--- src/rtl/pipe_stage_reg.sv ---
// Pipeline stage register: DATA_W payload, valid/ready handshake, 2-entry skid buffer.
// Latency: one cycle from acceptance to out_valid; one payload per cycle sustained.
// Backpressure: in_ready is registered (!skid_v), so at most one payload lands in skid after out_ready drops.
module pipe_stage_reg #(
  parameter int                DATA_W    = 32,
  parameter int                STALL_W   = 6,
  parameter int                STAGE_IDX = 2,
  parameter logic [DATA_W-1:0] NOP_VALUE = '0,
  parameter int                CNT_W     = 16
) (
  input  logic               clk,
  input  logic               rst,
  input  logic [STALL_W-1:0] stall,
  input  logic [STALL_W-1:0] flush,
  input  logic               in_valid,
  output logic               in_ready,
  input  logic [DATA_W-1:0]  in_data,
  output logic               out_valid,
  input  logic               out_ready,
  output logic [DATA_W-1:0]  out_data,
  output logic [CNT_W-1:0]   bubble_cnt,
  output logic [CNT_W-1:0]   stall_cnt
);

  // Occupancy: EMPTY (main invalid), ONE (main only), FULL (main + skid).
  typedef enum logic [1:0] {
    EMPTY = 2'd0,
    ONE   = 2'd1,
    FULL  = 2'd2
  } occ_e;

  occ_e              occ_q, occ_d;
  logic [DATA_W-1:0] main_dat_q, main_dat_d;
  logic [DATA_W-1:0] skid_dat_q, skid_dat_d;
  logic              in_ready_q, in_ready_d;
  logic [CNT_W-1:0]  bubble_cnt_q, bubble_cnt_d;
  logic [CNT_W-1:0]  stall_cnt_q, stall_cnt_d;

  logic stall_b;
  logic flush_b;
  logic main_v;
  logic in_fire;
  logic out_fire;
  logic unused_ctrl;

  // Only this stage's bit of the shared control vectors matters; the rest are
  // folded into a sink so the full vectors can be wired straight through.
  assign stall_b     = stall[STAGE_IDX];
  assign flush_b     = flush[STAGE_IDX];
  assign unused_ctrl = ^{stall, flush};

  assign main_v   = (occ_q != EMPTY);
  // in_ready_q always mirrors !skid_v, so it doubles as the skid-free flag.
  assign in_fire  = in_valid & in_ready_q & ~stall_b & ~flush_b;
  assign out_fire = main_v & out_ready & ~stall_b & ~flush_b;

  // Next occupancy and data: flush beats stall, stall beats the handshake.
  always_comb begin
    occ_d      = occ_q;
    main_dat_d = main_dat_q;
    skid_dat_d = skid_dat_q;
    if (flush_b) begin
      occ_d      = EMPTY;
      main_dat_d = NOP_VALUE;
      skid_dat_d = NOP_VALUE;
    end else if (!stall_b) begin
      case (occ_q)
        EMPTY: begin
          if (in_fire) begin
            occ_d      = ONE;
            main_dat_d = in_data;
          end
        end
        ONE: begin
          if (in_fire && out_fire) begin
            main_dat_d = in_data;
          end else if (in_fire) begin
            occ_d      = FULL;
            skid_dat_d = in_data;
          end else if (out_fire) begin
            occ_d      = EMPTY;
            main_dat_d = NOP_VALUE;
          end
        end
        FULL: begin
          // Skid drains to main before anything newer; in_ready is low here.
          if (out_fire) begin
            occ_d      = ONE;
            main_dat_d = skid_dat_q;
          end
        end
        default: begin
          occ_d      = EMPTY;
          main_dat_d = NOP_VALUE;
          skid_dat_d = NOP_VALUE;
        end
      endcase
    end
  end

  // Registered ready and saturating performance counters (untouched by flush).
  always_comb begin
    in_ready_d   = (occ_d != FULL);
    bubble_cnt_d = bubble_cnt_q;
    stall_cnt_d  = stall_cnt_q;
    if (!main_v && (bubble_cnt_q != '1)) begin
      bubble_cnt_d = bubble_cnt_q + CNT_W'(1);
    end
    if (stall_b && (stall_cnt_q != '1)) begin
      stall_cnt_d = stall_cnt_q + CNT_W'(1);
    end
  end

  // State registers; reset discards both entries without waiting for a clock.
  always_ff @(posedge clk or negedge rst) begin
    if (!rst) begin
      occ_q        <= EMPTY;
      main_dat_q   <= NOP_VALUE;
      skid_dat_q   <= NOP_VALUE;
      in_ready_q   <= 1'b1;
      bubble_cnt_q <= '0;
      stall_cnt_q  <= '0;
    end else begin
      occ_q        <= occ_d;
      main_dat_q   <= main_dat_d;
      skid_dat_q   <= skid_dat_d;
      in_ready_q   <= in_ready_d;
      bubble_cnt_q <= bubble_cnt_d;
      stall_cnt_q  <= stall_cnt_d;
    end
  end

  assign in_ready   = in_ready_q;
  assign out_valid  = main_v;
  assign out_data   = main_v ? main_dat_q : NOP_VALUE;
  assign bubble_cnt = bubble_cnt_q;
  assign stall_cnt  = stall_cnt_q;

endmodule

--- config.mk ---
export PLATFORM = sky130hd
export DESIGN_NAME = pipe_stage_reg
export DESIGN_NICKNAME = d
export VERILOG_FILES = /design/src/rtl/pipe_stage_reg.sv
export SDC_FILE = /design/constraint.sdc
export NUM_CORES = 1
export LEC_CHECK = 0
export CORE_ASPECT_RATIO = 1.5
export CORE_MARGIN = 2
export CORE_UTILIZATION = 50
export CTS_CLUSTER_SIZE = 28
export DETAILED_ROUTE_END_ITERATION = 8
export PLACE_DENSITY = 0.81
export SKIP_LAST_GASP = 1
export SYNTH_ARGS = -nofsm -noshare
export SYNTH_HDL_FRONTEND = slang
export SYNTH_SLANG_ARGS = --single-unit
--- constraint.sdc ---
create_clock -name clk -period 2.7 [get_ports clk]
set_input_delay 0.54 -clock clk [delete_from_list [all_inputs] [get_ports clk]]
set_output_delay 0.54 -clock clk [all_outputs]
set_load 0.005 [all_outputs]
==> results.sh <==
export IMPL_status="finished clean"
export IMPL_switchingPower_mw=1.08
export IMPL_rsz0062_at_grt="false"
export IMPL_cp_data_required_time_ns=2.16
export IMPL_r2r_start="occ_q[1]"
export IMPL_wire_per_inst_um=17.1
export IMPL_utilization=0.666
export IMPL_antenna_found_initial=0
export IMPL_timing_hold_violations_final=0
export IMPL_htree_levels=3
export IMPL_synthCells=434
export IMPL_fill_cells=713
export IMPL_power_leakage_nw=2.65
export IMPL_synth_seq_cells=99
export IMPL_synthesis_nets=484
export IMPL_synth_edf_count=0
export IMPL_min_period_ns=2.52
export IMPL_grt_pass1_vias=3627
export IMPL_worst_pin_slew_ns=0.560
export IMPL_clock_latency_ns=0.34
export IMPL_grt_ovfl_total=0
export IMPL_clock_path_buffers=2
export IMPL_relSlewSlack=0.624
export IMPL_power_share_combinational=0.214
export IMPL_crit_chain="nor2_4 > inv_4 > and2_1 > clkdlybuf4s50_1"
export IMPL_synth_warnings=0
export IMPL_fp_dieArea_mm2=0.0101
export IMPL_pwr_share_clk=0.310
export IMPL_portBuffers=103
export IMPL_r2r_cells=5
export IMPL_async_flop_share=1.00
export IMPL_layout_cells_non_filler=643
export IMPL_post_dp_hpwl_um=7270
export IMPL_cp_start_kind="flip-flop"
export IMPL_switching_share=0.276
export IMPL_die_y_um=122
export IMPL_peakVddDrop_v=0.000452
export IMPL_worstSetupPathType="reg2out"
export IMPL_cts_sinks=99
export IMPL_num_rows=43
export IMPL_cts_root_buf="clkbuf_16"
export IMPL_path_delay_family="buffers and inverters"
export IMPL_clk_pin_slew_ns=0.06
export IMPL_fin_hold_ws_ns=0.0816
export IMPL_path_buf_inv=2
export IMPL_drc=0
export IMPL_postCtsSetupBuffers=0
export IMPL_gp_congestion=0.807
export IMPL_synth_distinct_cells=53
export IMPL_crit_cells=4
export IMPL_setup_viol=0
export IMPL_finalMaxSlewViolations=0
export IMPL_antenna_left=0
export IMPL_wirelength_um=11000
export IMPL_power_density_mw_per_mm2=642
export IMPL_slowest_stage="dfrtp_1"
export IMPL_cts_buffers=9
export IMPL_dp_cells=629
export IMPL_pin_count=114
export IMPL_final_cell_mix="102 x clkdlybuf4s50_1, 97 x dfrtp_1, 45 x nor2_1"
export IMPL_fin_skew_ns=0.00408
export IMPL_hold_path_class="in2async"
export IMPL_initial_core_util=0.508
export IMPL_seq_area_frac_synth=0.534
export IMPL_p_int_mw=2.83
export IMPL_grt_max_degree=65
export IMPL_slowest_delay_ns=0.53
export IMPL_synth_ff_type="dfrtp_1"
export IMPL_core_mm2=0.00915
export IMPL_antenna_cells=0
export IMPL_track_usage=0.228
export IMPL_first_pass_iters=5
export IMPL_die_w_um=82.7
export IMPL_drive_gt1_frac=0.0847
export IMPL_worstPathMaxFanout=42
export IMPL_grt_pass1_wl_um=17400
export IMPL_vias_per_cell=5.88
export IMPL_final_common_cell="clkdlybuf4s50_1"
export IMPL_synthToLayoutAreaGrowth_pct=31.2
export IMPL_synthesis_area_mm2=0.00465
export IMPL_drv_cap=0
export IMPL_drtIter0Drc=324
export IMPL_endpoint_kind="output port"
export IMPL_seqPwrFrac=0.476
export IMPL_layout_nets=578
export IMPL_timing_setup_tns_ns=0
export IMPL_cts_tree="done"
export IMPL_crit_start="occ_q[1]"
export IMPL_max_freq_mhz=397
export IMPL_num_vias=3782
export IMPL_period_share=0.934
export IMPL_avgSynthCellArea_um2=10.7
export IMPL_crit_arrival_ns=1.98
==> worst register-to-register path, stage by stage, from the launching register on <==
cell	delay (ns)
dfrtp_1	0.49
nor2_4	0.19
inv_4	0.16
or4_4	0.62
nor3_2	0.14
mux2_1	0.33
==> sequential cells by signal, indices dropped and copies added (netlist names) <==
signal      cells
main_dat_q     32
occ_q           2
in_ready        1
stall_cnt      16
bubble_cnt     16
skid_dat_q     32
==> cells in the mapped netlist (3+ instances only) <==
library cell  instances  share of area
nor2_1               45          0.036
nor4_1                7         0.0094
inv_1                 4         0.0032
xor2_1               17          0.032
buf_2                11          0.012
nand2_1              17          0.014
a22o_1               32          0.060
a21oi_1              41          0.044
clkbuf_1             14          0.011
buf_6                 4         0.0097
nor3b_1               3         0.0048
nand4_1               5         0.0067
nand3_1              10          0.011
and2_1               34          0.046
a22oi_1              32          0.052
nor3_1                6         0.0065
a31oi_1               5         0.0067
dfrtp_1              98           0.53
o21ai_0               5         0.0054
==> routing by layer <==
metal | vias to the layer above | GRT usage | wire, um
li1 | 1769 | - | -
met1 | 1872 | 0.291 | 4690
met2 | 124 | 0.375 | 5580
met3 | 17 | 0.0556 | 570
met4 | 0 | 0.0799 | 153
met5 | - | 0 | 0
==> power groups by stage <==
stage / logic [mW] / registers [mW] / clock network [mW]
after floorplan: 0.388 / 1.85 / 0
after global placement: 0.814 / 1.87 / 0
after detailed placement: 0.842 / 1.89 / 0
after CTS: 0.848 / 1.86 / 1.24
after global routing: 0.933 / 1.89 / 1.30
final: 0.838 / 1.86 / 1.21
==> metrics by stage <==
stage / worst slack (ns) / power [mW] / area, um^2
6_report: 0.179 / 3.91 / 6100
4_1_cts: 0.0956 / 3.95 / 6090
3_5_place_dp: 0.275 / 2.73 / 5810
5_1_grt: 0.0760 / 4.12 / 6100
2_1_floorplan: 0.913 / 2.24 / 4650
3_3_place_gp: 0.291 / 2.69 / 5810
==> what timing repair did <==
action / CTS / global route
endpoints found under the setup margin: 32 / 2
resized for setup: 1 / 1
hold buffers: 0 / 0
==> path summary, 6_finish.rpt <==
path	end	slack, ns
max	out_data[31]	0.18
min	skid_dat_q[10]	0.08
max reg2reg	bubble_cnt[15]	0.65
min reg2reg	skid_dat_q[0]	0.51
max in group asynchronous	in_ready	1.97
min in group clk	skid_dat_q[0]	0.51
==> cells by family after synthesis <==
logic type               synth area share
flip-flops                          0.534
XOR/XNOR                           0.0358
AND/OR/NAND/NOR                     0.190
AO/OA/AOI/OAI                       0.187
buffers and inverters              0.0385
adder cells (fa/ha/maj)           0.00539
multiplexers                      0.00943
==> layout make-up <==
type / instances / area, um^2 / share of cell area
Clock inverter: 1 / 8.76 / 0.00144
Multi-Input combinational cell: 300 / 2010 / 0.330
Tap cell: 112 / 140 / 0.0230
Sequential cell: 99 / 2480 / 0.407
Inverter: 5 / 21.3 / 0.00349
Clock buffer: 13 / 270 / 0.0443
Timing Repair Buffer: 113 / 1170 / 0.191
Power figures use the tool's default switching activity.
